--- src/rtl/e203_tcm_nport_ctrl.sv ---
// rtl/e203_tcm_nport_ctrl.sv - N-port ICB arbiter and in-order response buffer for a 1-cycle SRAM TCM
module e203_tcm_nport_ctrl #(
    parameter int NPORT     = 2,
    parameter int AW        = 16,
    parameter int DW        = 32,
    parameter int MW        = DW / 8,
    parameter int AW_LSB    = 2,
    parameter int RAM_DEPTH = 16384,
    parameter int OUTS      = 2,
    parameter int ARB_RR    = 0
) (
    input  logic                     clk,
    input  logic                     rst,
    input  logic [NPORT-1:0]         icb_cmd_valid,
    output logic [NPORT-1:0]         icb_cmd_ready,
    input  logic [NPORT*AW-1:0]      icb_cmd_addr,
    input  logic [NPORT-1:0]         icb_cmd_read,
    input  logic [NPORT*DW-1:0]      icb_cmd_wdata,
    input  logic [NPORT*MW-1:0]      icb_cmd_wmask,
    output logic [NPORT-1:0]         icb_rsp_valid,
    input  logic [NPORT-1:0]         icb_rsp_ready,
    output logic [NPORT-1:0]         icb_rsp_err,
    output logic [NPORT*DW-1:0]      icb_rsp_rdata,
    output logic                     ram_cs,
    output logic                     ram_we,
    output logic [AW-AW_LSB-1:0]     ram_addr,
    output logic [MW-1:0]            ram_wem,
    output logic [DW-1:0]            ram_din,
    input  logic [DW-1:0]            ram_dout,
    output logic                     tcm_active
);

    localparam int RAM_AW = AW - AW_LSB;
    localparam int IDW    = (NPORT > 1) ? $clog2(NPORT) : 1;
    localparam int CW     = $clog2(OUTS + 1);
    localparam int PW     = (OUTS > 1) ? $clog2(OUTS) : 1;

    logic [CW-1:0]     cnt;
    logic [IDW-1:0]    last;
    logic              gnt_found;
    logic [IDW-1:0]    gnt_id;
    logic [IDW-1:0]    cand;
    int                rr_idx;
    logic              can_accept;
    logic              cmd_hs;

    logic [AW-1:0]     sel_addr;
    logic [DW-1:0]     sel_wdata;
    logic [MW-1:0]     sel_wmask;
    logic              sel_read;
    logic [RAM_AW-1:0] sel_waddr;
    logic              sel_err;

    logic              p1_valid;
    logic [IDW-1:0]    p1_id;
    logic              p1_read;
    logic              p1_err;
    logic [DW-1:0]     p1_rdata;

    logic [IDW-1:0]    buf_id    [OUTS];
    logic              buf_err   [OUTS];
    logic [DW-1:0]     buf_rdata [OUTS];
    logic [PW-1:0]     wr_ptr;
    logic [PW-1:0]     rd_ptr;
    logic [CW-1:0]     buf_cnt;
    logic              buf_empty;
    logic              buf_push;
    logic              buf_pop;

    logic              head_valid;
    logic [IDW-1:0]    head_id;
    logic              head_err;
    logic [DW-1:0]     head_rdata;
    logic              rsp_hs;

    function automatic logic [PW-1:0] ptr_inc(input logic [PW-1:0] p);
        return (p == PW'(OUTS - 1)) ? '0 : p + PW'(1);
    endfunction

    // Fixed priority scans 0..NPORT-1; round-robin scans starting just after the last winner.
    always_comb begin
        gnt_found = 1'b0;
        gnt_id    = '0;
        rr_idx    = 0;
        cand      = '0;
        for (int k = 1; k <= NPORT; k++) begin
            if (ARB_RR != 0) begin
                rr_idx = int'(last) + k;
                if (rr_idx >= NPORT) begin
                    rr_idx = rr_idx - NPORT;
                end
            end else begin
                rr_idx = k - 1;
            end
            cand = IDW'(rr_idx);
            if (!gnt_found && icb_cmd_valid[cand]) begin
                gnt_found = 1'b1;
                gnt_id    = cand;
            end
        end
    end

    assign can_accept = (cnt < CW'(OUTS));
    assign cmd_hs     = gnt_found & can_accept;

    always_comb begin
        icb_cmd_ready = '0;
        sel_addr      = icb_cmd_addr[AW-1:0];
        sel_wdata     = icb_cmd_wdata[DW-1:0];
        sel_wmask     = icb_cmd_wmask[MW-1:0];
        sel_read      = icb_cmd_read[0];
        for (int i = 0; i < NPORT; i++) begin
            if (gnt_id == IDW'(i)) begin
                icb_cmd_ready[i] = cmd_hs;
                sel_addr         = icb_cmd_addr[i*AW +: AW];
                sel_wdata        = icb_cmd_wdata[i*DW +: DW];
                sel_wmask        = icb_cmd_wmask[i*MW +: MW];
                sel_read         = icb_cmd_read[i];
            end
        end
    end

    assign sel_waddr = sel_addr[AW-1:AW_LSB];
    assign sel_err   = (64'(sel_waddr) >= 64'(RAM_DEPTH));

    // Gated by rst so a command presented during reset cannot corrupt the SRAM.
    assign ram_cs   = cmd_hs & ~sel_err & ~rst;
    assign ram_we   = ram_cs & ~sel_read;
    assign ram_wem  = ram_we ? sel_wmask : '0;
    assign ram_addr = sel_waddr;
    assign ram_din  = sel_wdata;

    assign p1_rdata = (p1_read & ~p1_err) ? ram_dout : '0;

    // The oldest response is the buffer head; an empty buffer lets the SRAM result bypass it.
    assign buf_empty  = (buf_cnt == '0);
    assign head_valid = ~buf_empty | p1_valid;
    assign head_id    = buf_empty ? p1_id    : buf_id[rd_ptr];
    assign head_err   = buf_empty ? p1_err   : buf_err[rd_ptr];
    assign head_rdata = buf_empty ? p1_rdata : buf_rdata[rd_ptr];
    assign rsp_hs     = head_valid & icb_rsp_ready[head_id];
    assign buf_push   = p1_valid & (~buf_empty | ~icb_rsp_ready[p1_id]);
    assign buf_pop    = ~buf_empty & rsp_hs;

    always_comb begin
        icb_rsp_valid = '0;
        icb_rsp_err   = '0;
        icb_rsp_rdata = '0;
        for (int i = 0; i < NPORT; i++) begin
            if (head_valid && (head_id == IDW'(i))) begin
                icb_rsp_valid[i]         = 1'b1;
                icb_rsp_err[i]           = head_err;
                icb_rsp_rdata[i*DW +: DW] = head_rdata;
            end
        end
    end

    assign tcm_active = (|icb_cmd_valid) | (cnt != '0);

    always_ff @(posedge clk or posedge rst) begin
        if (rst) begin
            cnt      <= '0;
            last     <= IDW'(NPORT - 1);
            p1_valid <= 1'b0;
            p1_id    <= '0;
            p1_read  <= 1'b0;
            p1_err   <= 1'b0;
            wr_ptr   <= '0;
            rd_ptr   <= '0;
            buf_cnt  <= '0;
        end else begin
            if (cmd_hs && !rsp_hs) begin
                cnt <= cnt + CW'(1);
            end else if (!cmd_hs && rsp_hs) begin
                cnt <= cnt - CW'(1);
            end
            if (cmd_hs) begin
                last <= gnt_id;
            end
            p1_valid <= cmd_hs;
            p1_id    <= gnt_id;
            p1_read  <= sel_read;
            p1_err   <= sel_err;
            if (buf_push) begin
                wr_ptr <= ptr_inc(wr_ptr);
            end
            if (buf_pop) begin
                rd_ptr <= ptr_inc(rd_ptr);
            end
            if (buf_push && !buf_pop) begin
                buf_cnt <= buf_cnt + CW'(1);
            end else if (!buf_push && buf_pop) begin
                buf_cnt <= buf_cnt - CW'(1);
            end
        end
    end

    always_ff @(posedge clk) begin
        if (buf_push) begin
            buf_id[wr_ptr]    <= p1_id;
            buf_err[wr_ptr]   <= p1_err;
            buf_rdata[wr_ptr] <= p1_rdata;
        end
    end

endmodule

--- config.mk ---
export PLATFORM = sky130hd
export DESIGN_NAME = e203_tcm_nport_ctrl
export DESIGN_NICKNAME = d
export VERILOG_FILES = /design/src/rtl/e203_tcm_nport_ctrl.sv
export SDC_FILE = /design/constraint.sdc
export NUM_CORES = 1
export LEC_CHECK = 0
export ABC_CLOCK_PERIOD_IN_PS = 7600
export CAP_MARGIN = 5
export CORE_MARGIN = 1
export CORE_UTILIZATION = 42
export DETAILED_ROUTE_END_ITERATION = 6
export GPL_ROUTABILITY_DRIVEN = 0
export PLACE_DENSITY = 0.87
export SYNTH_ARGS = -nofsm -noshare
export SYNTH_HDL_FRONTEND = slang
export SYNTH_SLANG_ARGS = --single-unit
--- constraint.sdc ---
create_clock -name clk -period 7.6 [get_ports clk]
set_clock_uncertainty 0.05 [all_clocks]
set_input_delay 1.52 -clock clk [delete_from_list [all_inputs] [get_ports clk]]
set_output_delay 1.52 -clock clk [all_outputs]
set_load 0.01 [all_outputs]
==> results.toml <==
[cts]
cts-root-buf = "clkbuf_8"
htree_levels = 3
clock_sinks = 75
cts_resized = 0
clk_path_buf_depth = 2
clk_latency_ns = 0.35
cts_tree = "yes"
cts_buffers = 9
hold_buffers = 0
postCtsSetupBuffers = 0
clkSlewWorstSetupHoldPaths_ns = 0.07

[route]
firstDrtPassIters = 6
drt-wirelength-per-cell_um = 16.71
drc = 0
vias = 4448
drt_iter0_markers = 319
ant_nets = 0
wirelength_um = 14880
routed_via_density = 4.998

[setup_path]
worst-r2r-setup-slack_ns = 4.80
cp_max_fo = 36
worst_setup_path_end_kind = "output pin"
cp.arrival_ns = 3.62
worst-setup-path-type = "primary input to output pin"
r2r-end = "cnt[1]"
cp.required_ns = 6.03
start_kind = "primary input"
worstRegToRegCells = 7
regToRegStartpoint = "rd_ptr"

[timing]
max_freq_ghz = 0.1926
setup_viol = 0
finalSetupTns_ns = 0
fin_ws_ns = 2.409
grt_setup_unrepaired = "false"
post-route-period-util_pct = 68.30
worst_hold_slack_ns = 0.4757
fin_crit_ns = 5.191
drv_slew = 0
worst_pin_slew_ns = 1.187
slew_headroom_pct = 20.90
hold_viol_final = 0

[floorplan]
rows = 38
core_area_sq_um = 10790
dieArea_sq_um = 11500
fp.dieW_um = 107.2
start_util_pct = 43.08
io_pins = 267
die_y_um = 107.2

[final_layout]
area_delta_synth_final_pct = 61.09
nets = 892
final_cell_mix = "260 x clkdlybuf4s50_1, 151 x nand2_1, 66 x edfxtp_1, 64 x nor2_1, 35 x mux2i_1"
drive_gt1_share_pct = 9.733
layout_commonest_cell = "clkdlybuf4s50_1"
diodes = 0
design_area_sq_um = 7490
finalNonFillerCells = 890
final_util_pct = 69.39

[hold_path]
hp-class = "register to register"
hp-start = "buf_cnt[1]"
worstHoldEndpoint = "buf_cnt[1]"
holdPathStages = 1

[synthesis]
syn_area_sq_um = 4649
postSynthCellCount = 509
async_flop_share_pct = 12.00
synth_ff_type = "edfxtp_1"
synth_seq_cells = 75
synth_warnings = 0
yosysSeqAreaShare_pct = 47.47
yosysUniqueCellTypes = 33
synth_edf_count = 66
syn_area_per_cell_sq_um = 9.134

[run]
max_cap_viol_count = 0

[power]
leakage_nw = 2.988
power_density_nw_per_um2 = 326.2
ir_drop_v = 0.0002337
p_total_mw = 2.443

[global_routing]
grt_overflow = 0
antenna_found_initial = 0
grt_max_degree = 65
grt_first_pass_wirelength_um = 22380
grt_usage_pct = 25.88
grt_pass1_vias = 4266

[placed_design]
place_area_sq_um = 7271
port_buffers = 260
hpwlAfterDp_um = 11190
place_ws_ns = 1.780
dp.cells = 874

[status]
outcome = "completed"
## worst max path at each step
stage                   to              from
2_1_floorplan   ram_wem[1]  icb_cmd_valid[0]
3_3_place_gp   ram_addr[6]  icb_cmd_valid[0]
3_5_place_dp   ram_addr[6]  icb_cmd_valid[0]
4_1_cts        ram_addr[6]  icb_cmd_valid[0]
5_1_grt         ram_wem[2]  icb_cmd_valid[0]
6_report        ram_wem[2]  icb_cmd_valid[0]
## power breakdown
group / switching (mW) / leakage (nW) / internal, mW
Clock: 0.147 / 0.0913 / 0.150
Combinational: 0.683 / 2.17 / 0.775
Sequential: 0.0990 / 0.730 / 0.590
## state kept, by name, indices dropped and copies added, names as in the netlist
signal     flops
wr_ptr         1
buf_cnt        2
buf_rdata     64
rd_ptr         1
cnt            2
p1_id          1
buf_id         2
p1_valid       1
p1_read        1
## cells by family after synthesis
family                   Yosys count  synth area share [%]
multiplexers                      69                 16.31
flip-flops                        75                 47.47
buffers and inverters             44                 4.763
AO/OA/AOI/OAI                     11                 1.669
AND/OR/NAND/NOR                  300                 27.85
other                              1               0.08065
adder cells (fa/ha/maj)            2                0.5381
XOR/XNOR                           7                 1.319
## metal layers
layer  GRT usage [%]  up-vias  share of wire [%]  routed length, um
li1                -     2163                  -                  -
met1           30.51     2038                 39               5790
met2           44.93      222                 50               7383
met3           6.930       25                8.5               1267
met4           9.687        0                2.9                433
met5               0        -                  0                  0
## cell type report
class,count,area (sq um)
well taps,140,175.2
flip-flops and latches,75,2210
clock inverters,6,67.56
fillers,816,3303
repair buffers,264,2653
clock buffers,9,123.9
inverters,5,18.77
multi-input cells,391,2242
## critical path, cell delays in order
cell and delay (ns):
clkdlybuf4s50_1 0.54, nand2b_2 0.15, clkinv_1 0.37, buf_16 0.33
nand2_1 0.08, a21oi_1 0.07, clkdlybuf4s50_1 0.54
## cells in the mapped netlist (8+ instances only)
| master | n | area share (%) |
|---|---|---|
| mux2i_1 | 35 | 7.5 |
| nor2_2 | 12 | 1.6 |
| buf_2 | 9 | 0.97 |
| buf_4 | 8 | 1.3 |
| edfxtp_1 | 66 | 43 |
| nor2_1 | 66 | 5.3 |
| and2_1 | 32 | 4.3 |
| nand2_1 | 151 | 12 |
| mux2_2 | 27 | 6.5 |
| dfrtp_1 | 9 | 4.8 |
| clkbuf_1 | 20 | 1.6 |
| nand3_1 | 32 | 3.4 |
Power figures use the tool's default switching activity.
